## config.mk

```make
export PLATFORM = sky130hd
export DESIGN_NAME = proc_control_unit_flat
export DESIGN_NICKNAME = d
export VERILOG_FILES = /design/src/rtl/proc_control_unit_if.sv /design/src/rtl/proc_control_unit.sv /design/src/flat_wrapper.sv
export SDC_FILE = /design/constraint.sdc
export NUM_CORES = 1
export LEC_CHECK = 0
export CAP_MARGIN = 20
export CELL_PAD_IN_SITES_DETAIL_PLACEMENT = 1
export CELL_PAD_IN_SITES_GLOBAL_PLACEMENT = 2
export CORE_MARGIN = 2
export CORE_UTILIZATION = 30
export CTS_CLUSTER_DIAMETER = 200
export DETAILED_ROUTE_END_ITERATION = 10
export DONT_BUFFER_PORTS = 1
export PLACE_DENSITY_LB_ADDON = 0.1
export SLEW_MARGIN = 20
export SYNTH_ARGS = -nofsm -noshare
export SYNTH_HDL_FRONTEND = slang
export SYNTH_SLANG_ARGS = --single-unit
export TNS_END_PERCENT = 20
```

## constraint.sdc

```tcl
create_clock -name Clock -period 1.4 [get_ports Clock]
set_input_delay 0.28 -clock Clock [delete_from_list [all_inputs] [get_ports Clock]]
set_output_delay 0.28 -clock Clock [all_outputs]
set_load 0.02 [all_outputs]
```

## src/rtl/proc_control_unit_if.sv

```systemverilog
// Control bus between the instruction sequencer (slave) and the datapath (master).
// The datapath supplies Run/DIN; the sequencer returns the bus selects and enables.
interface proc_control_unit_if;
   logic        Run;
   logic [15:0] DIN;
   logic        IRin;
   logic [7:0]  Rin;
   logic [7:0]  Rout;
   logic        Ain;
   logic        Gin;
   logic        Gout;
   logic        DINout;
   logic        AddSub;
   logic        Done;

   modport master (
      output Run, DIN,
      input  IRin, Rin, Rout, Ain, Gin, Gout, DINout, AddSub, Done
   );

   modport slave (
      input  Run, DIN,
      output IRin, Rin, Rout, Ain, Gin, Gout, DINout, AddSub, Done
   );
endinterface

```

## src/rtl/proc_control_unit.sv

```systemverilog
// Instruction sequencer: fetches a 9-bit instruction and steps T0..T3 to drive datapath controls.
//   state | meaning
//   T0    | fetch: IRin follows Run, wait for a start request
//   T1    | mv/mvi/undefined complete here; add/sub move Rx into A
//   T2    | add/sub: Ry onto bus, ALU result into G
//   T3    | add/sub: G written back to Rx
module proc_control_unit (
   input  logic                 Clock,
   input  logic                 Resetn,
   proc_control_unit_if.slave   bus
);
   typedef enum logic [1:0] {T0 = 2'd0, T1 = 2'd1, T2 = 2'd2, T3 = 2'd3} step_t;

   step_t      step_q, step_d;
   logic [8:0] ir_q;

   logic       ir_in, ain, gin, gout, din_out, add_sub, done;
   logic [7:0] rin, rout;

   logic [2:0] op, rx, ry;
   logic       is_arith;
   logic       unused_din;

   assign op         = ir_q[8:6];
   assign rx         = ir_q[5:3];
   assign ry         = ir_q[2:0];
   assign is_arith   = (op == 3'b010) || (op == 3'b011);
   assign unused_din = ^bus.DIN[15:9];

   function automatic logic [7:0] onehot(input logic [2:0] n);
      return 8'b1000_0000 >> n;
   endfunction

   always_comb begin
      step_d  = T0;
      ir_in   = 1'b0;
      rin     = 8'h00;
      rout    = 8'h00;
      ain     = 1'b0;
      gin     = 1'b0;
      gout    = 1'b0;
      din_out = 1'b0;
      add_sub = 1'b0;
      done    = 1'b0;
      case (step_q)
         T0: begin
            ir_in  = bus.Run;
            step_d = bus.Run ? T1 : T0;
         end
         T1: begin
            case (op)
               3'b000: begin
                  rout = onehot(ry);
                  rin  = onehot(rx);
                  done = 1'b1;
               end
               3'b001: begin
                  din_out = 1'b1;
                  rin     = onehot(rx);
                  done    = 1'b1;
               end
               3'b010, 3'b011: begin
                  rout   = onehot(rx);
                  ain    = 1'b1;
                  step_d = T2;
               end
               default: done = 1'b1;
            endcase
         end
         T2: begin
            if (is_arith) begin
               rout    = onehot(ry);
               gin     = 1'b1;
               add_sub = op[0];
               step_d  = T3;
            end
         end
         T3: begin
            if (is_arith) begin
               gout = 1'b1;
               rin  = onehot(rx);
               done = 1'b1;
            end
         end
         default: step_d = T0;
      endcase
   end

   // Outputs are gated by reset so IRin cannot follow Run while the sequencer is held.
   assign bus.IRin   = Resetn & ir_in;
   assign bus.Rin    = Resetn ? rin  : 8'h00;
   assign bus.Rout   = Resetn ? rout : 8'h00;
   assign bus.Ain    = Resetn & ain;
   assign bus.Gin    = Resetn & gin;
   assign bus.Gout   = Resetn & gout;
   assign bus.DINout = Resetn & din_out;
   assign bus.AddSub = Resetn & add_sub;
   assign bus.Done   = Resetn & done;

   always_ff @(posedge Clock or negedge Resetn) begin
      if (!Resetn) begin
         step_q <= T0;
         ir_q   <= 9'b0;
      end else begin
         step_q <= step_d;
         if (ir_in) ir_q <= bus.DIN[8:0];
      end
   end
endmodule

```

## src/flat_wrapper.sv

```systemverilog
// flat-port wrapper written by rule: the top's interface ports become plain ports
module proc_control_unit_flat 
  (Clock, Resetn, bus_Run, bus_DIN, bus_IRin, bus_Rin, bus_Rout, bus_Ain, bus_Gin, bus_Gout, bus_DINout, bus_AddSub, bus_Done);
  proc_control_unit_if bus_i ();
  input  logic Clock;
  input  logic Resetn;
  input wire logic [$bits(bus_i.Run)-1:0] bus_Run;
  input wire logic [$bits(bus_i.DIN)-1:0] bus_DIN;
  output wire logic [$bits(bus_i.IRin)-1:0] bus_IRin;
  output wire logic [$bits(bus_i.Rin)-1:0] bus_Rin;
  output wire logic [$bits(bus_i.Rout)-1:0] bus_Rout;
  output wire logic [$bits(bus_i.Ain)-1:0] bus_Ain;
  output wire logic [$bits(bus_i.Gin)-1:0] bus_Gin;
  output wire logic [$bits(bus_i.Gout)-1:0] bus_Gout;
  output wire logic [$bits(bus_i.DINout)-1:0] bus_DINout;
  output wire logic [$bits(bus_i.AddSub)-1:0] bus_AddSub;
  output wire logic [$bits(bus_i.Done)-1:0] bus_Done;
  assign bus_i.Run = bus_Run;
  assign bus_i.DIN = bus_DIN;
  assign bus_IRin = bus_i.IRin;
  assign bus_Rin = bus_i.Rin;
  assign bus_Rout = bus_i.Rout;
  assign bus_Ain = bus_i.Ain;
  assign bus_Gin = bus_i.Gin;
  assign bus_Gout = bus_i.Gout;
  assign bus_DINout = bus_i.DINout;
  assign bus_AddSub = bus_i.AddSub;
  assign bus_Done = bus_i.Done;
  proc_control_unit u_core (.Clock(Clock), .Resetn(Resetn), .bus(bus_i));
endmodule
```

# [Yosys cells after proc, flatten, opt, wreduce, memory -nomap -nowiden]
# Cells that the tools add are included.
[classes] muxes=24 n_reduce_logical=5 n_bitwise=7 shift=2 n_eq_ne=6
[ops] cell="8-bit one-hot mux with 2 select lines" count=3
[ops] cell="8-bit 2-to-1 mux" count=5
[ops] cell="8-bit by 3-bit >> shifter with 8-bit output, first input constant" count=2
[ops] cell="1-bit 2-to-1 mux" count=12
[ops] cell="1-bit AND" count=7
[ops] cell="3-bit by 2-bit equality test with 1-bit output, second input constant" count=2
[ops] cell="2-bit one-hot mux with 3 select lines" count=1
[ops] cell="2-bit equality test, second input constant" count=2
[ops] cell="2-bit 2-to-1 mux" count=2
[ops] cell="2-bit OR reduction" count=2
[ops] cell="3-bit by 1-bit equality test with 1-bit output, second input constant" count=1
[ops] cell="3-bit zero test" count=1
[ops] cell="2-bit by 1-bit equality test with 1-bit output, second input constant" count=1
[ops] cell="2-bit zero test" count=1
[ops] cell="1-bit one-hot mux with 2 select lines" count=1
[ops] cell="1-bit logical OR" count=1
[totals] elab_cells=46 ff_bits=11

# [Logic depth before layout (Yosys ltp)]
[logic_depth] word_depth=5 depth_mapped=5 depth_no_buf=5

# [Worst setup path before layout]
# OpenSTA, ideal clock, no wires.
[synth_timing] kind="reg2out" from="register u_core.step_q[1]" to="output bus_Rout[4]" setup_slack_ns=-0.529 path_stages_with_launch=6 t_required_ns=1.120 arrival_time_ns=1.649 cell_sequence="dfrtp_1 > inv_1 > ha_1 > nor4b_4 > nor2_1 > o32ai_1"
[synth_via] elab_chain_len=3
[synth_rtl] element="start, declared" line_no="proc_control_unit.sv:14" rtl="step_t step_q, step_d;"
[synth_rtl] element="start signal, assigned" line_no="proc_control_unit.sv:105" rtl="step_q <= step_d;"
[synth_rtl] element="2-bit equality test or 2-bit by 1-bit equality test with 1-bit output (tied branches)" line_no="proc_control_unit.sv:45" rtl="case (step_q)"
[synth_rtl] element="8-bit one-hot mux with 2 select lines *" line_no="proc_control_unit.sv:45"
[synth_rtl] element="8-bit 2-to-1 mux *" line_no="proc_control_unit.sv:92" rtl="assign bus.Rout = Resetn ? rout : 8'h00;"
[synth_rtl] element="end, declared" line_no="flat_wrapper.sv:11" rtl="output wire logic [$bits(bus_i.Rout)-1:0] bus_Rout;"
# Mark *: on every way between the ends. The rest lies on a longest branch, timed or not.

# [Final worst setup path]
[layout_timing] from="register u_core.step_q[0]" to="output bus_Rout[5]"
# The elaborated chain is that of the path after synthesis.

==> reports/results.txt <==
CTS Buf Count: 3
Crit-path max FO: 6
Sequential share of power: 0.317
Hold EP: u_core.ir_q[6]
Worst-path clk slew: 60 ps
CP endpoint kind: primary output
GPL Wtd Cong: 0.7827
Tightest Pin Transition: 474.0 ps
Final number of hold-violating endpoints: 0
Nets: 128
Power per Cell Area: 1890 nW/um2
Unique masters post-synth: 24
Synth-to-Final Area Change: 56.73%
F_max: 0.4982 GHz
Placed cell area: 1129 um2
Max Slew Vio Count: 0
Final setup viols: 23
Post-synth EDFFs: 0
Post-CTS Setup Bufs: 0
Syn nets: 101
Placement row count: 18
Total Power: 2.287 mW
RSZ-0062 raised after global routing: yes
Die area: 2995 um2
Async S/R FF share, synth: 1.000
Wire length per cell: 17.18 um
Die Width: 54.73 um
R2R Path End: u_core.ir_q[4]
Port Buffer Count: 0
Headroom to the max-slew limit: 0.6830
Post-Route WL: 2285 um
H-tree depth: 1
Max cap viols: 0
Failing checks: negative setup slack
Worst Hold Slack: 155.2 ps
P_int: 1.298 mW
Top FF cell, synth: dfrtp_1
Total global-route track usage: 0.1744
ANT cells: 0
Drt via density: 5.466
Min-delay src: bus_DIN[6]
Reg-to-reg critical path startpoint: u_core.step_q[0]
Post-Syn Instances: 77
Max IR drop VDD: 1.172 mV
Clk buf depth: 2
Top post-synthesis cells by area: dfrtp_1, mux2_2, ha_1, nor2_1, o32ai_1
Detailed placement HPWL: 1809 um
Lkg Pwr: 0.4716 nW
CP Class: reg2out
Number of global-route vias before repair: 750
Clk sinks: 11
Synth top area share: 0.3566
Ratio of cells with drive above 1 in the final layout: 0.6019
Design area: 1210 um2
Period minus WS final: 2007 ps
Yosys top cell by area: dfrtp_1
CTS tree: yes
# DRC: 0
Synth Register Bits: 11
Combinational Power Share: 0.590
Worst-skew pair later-pin latency: 270 ps
First-pass GRT wire length: 3657 um
Iteration-0 DRC Markers: 3
Startpoint Class: flip-flop
IO Pins: 42
Psw: 988.8 uW
Worst clock skew: 2.164 ps
Min-delay worst type: in2reg
R2r setup slk: 90 ps
Mapped Area: 772.0 um2
GRT Residual Overflow: 0
Synth warn: 0
Final Cycle Share: 1.434
Clk pwr share: 0.093
Initial antenna violation count: 0
Worst Path Required: 1120 ps
Run status: finished, violations left
Worst Hold Depth: 1
Root Driver: clkbuf_4
Initial Utilization: 0.3145
Synth Area per Inst: 10.03 um2
Die height: 54.73 um
Synth top cells by count: dfrtp_1, nor2_1, mux2_2
Via count: 727
Sw Share: 0.4324
Arr. time, crit path: 1730 ps
Reg2reg path depth: 5
Worst Slack Setup Final: -607.4 ps
Core ar.: 2455 um2
Post-synthesis sequential area ratio: 0.3566
Largest net degree at the start of global routing: 12
DRT Pass-1 Iters: 2
Antenna Nets Post-Route: 0
## kinds of logic after synthesis
kind of cell	Yosys count	synth area share
mux	11	0.1588
compound gates	11	0.09722
simple gates	37	0.2966
flops	11	0.3566
fa+ha+maj	5	0.08104
buf+inv	2	0.009728
## power by group through the flow
stage	logic (mW)	registers [mW]	clock network, mW
finish	1.35	0.726	0.213
detailed placement	1.28	0.711	0
global placement	1.24	0.688	0
floorplan	0.791	0.680	0
global route	1.47	0.759	0.239
CTS	1.35	0.721	0.222
## how the worst max path moves through the flow
stage | start | end | cells after the start
floorplan | u_core.step_q[0] | bus_Rout[4] | 4
global placement | u_core.step_q[0] | bus_Rout[0] | 5
detailed placement | u_core.step_q[0] | bus_Rout[5] | 4
CTS | u_core.step_q[0] | bus_Rout[5] | 4
global route | u_core.step_q[1] | bus_Rout[7] | 5
finish | u_core.step_q[0] | bus_Rout[5] | 4
## stage by stage
step / setup slack, ps / util / std cells / setup TNS, ps
after floorplan: -275.3 / - / 77 / -3026
after global placement: -319.6 / 0.4597 / 128 / -4438
after detailed placement: -347.3 / 0.4597 / 128 / -4910
after CTS: -608.6 / 0.4918 / 133 / -10450
after global routing: -696.5 / 0.4929 / 133 / -12060
final: -607.4 / 0.4929 / 133 / -10240
## repair_timing
item	CTS	global route
hold buffers	1	0
setup endpoints to repair	23	30
gates resized for setup	18	1
endpoints found under the hold margin	11	0
pin swaps	10	1
## sequential cells by signal, indices dropped and copies added (netlist names)
register / cells
u_core.ir_q: 9
u_core.step_q: 2
## cells in the final DEF, fill, tap and decap left out, types with 2 or more instances in the layout
cell	count
and2_4	2
and3_4	2
and3b_1	2
buf_12	2
buf_4	18
clkbuf_4	3
dfrtp_1	8
dfrtp_2	3
ha_1	3
ha_4	2
inv_2	2
mux2_2	9
nand2_1	2
nand2b_1	2
nand4_1	2
nand4b_1	3
nor2_1	10
o22ai_2	4
o32ai_4	4
## final cells by class
class                           instances  area [um2]
Sequential cell                        11       279.0
Multi-Input combinational cell         64       663.1
Clock buffer                            4       26.28
Inverter                                2       7.507
Fill cell                             284        1245
Timing Repair Buffer                   22       196.4
Tap cell                               30       37.54
## per-layer routing
metal  vias to the layer above  GRT usage  share of wire
met5                         -          0              0
met4                         0    0.09167          0.019
met3                         5    0.02732          0.062
met2                        26     0.2778           0.46
met1                       357     0.2245           0.46
li1                        339          -              -
## worst max-delay path, stage by stage, from the launching register on
cell and delay [ps]:
dfrtp_2 430, inv_2 70, ha_4 300, nand4b_1 210, o32ai_4 440
(Power assumes the default switching activity.)
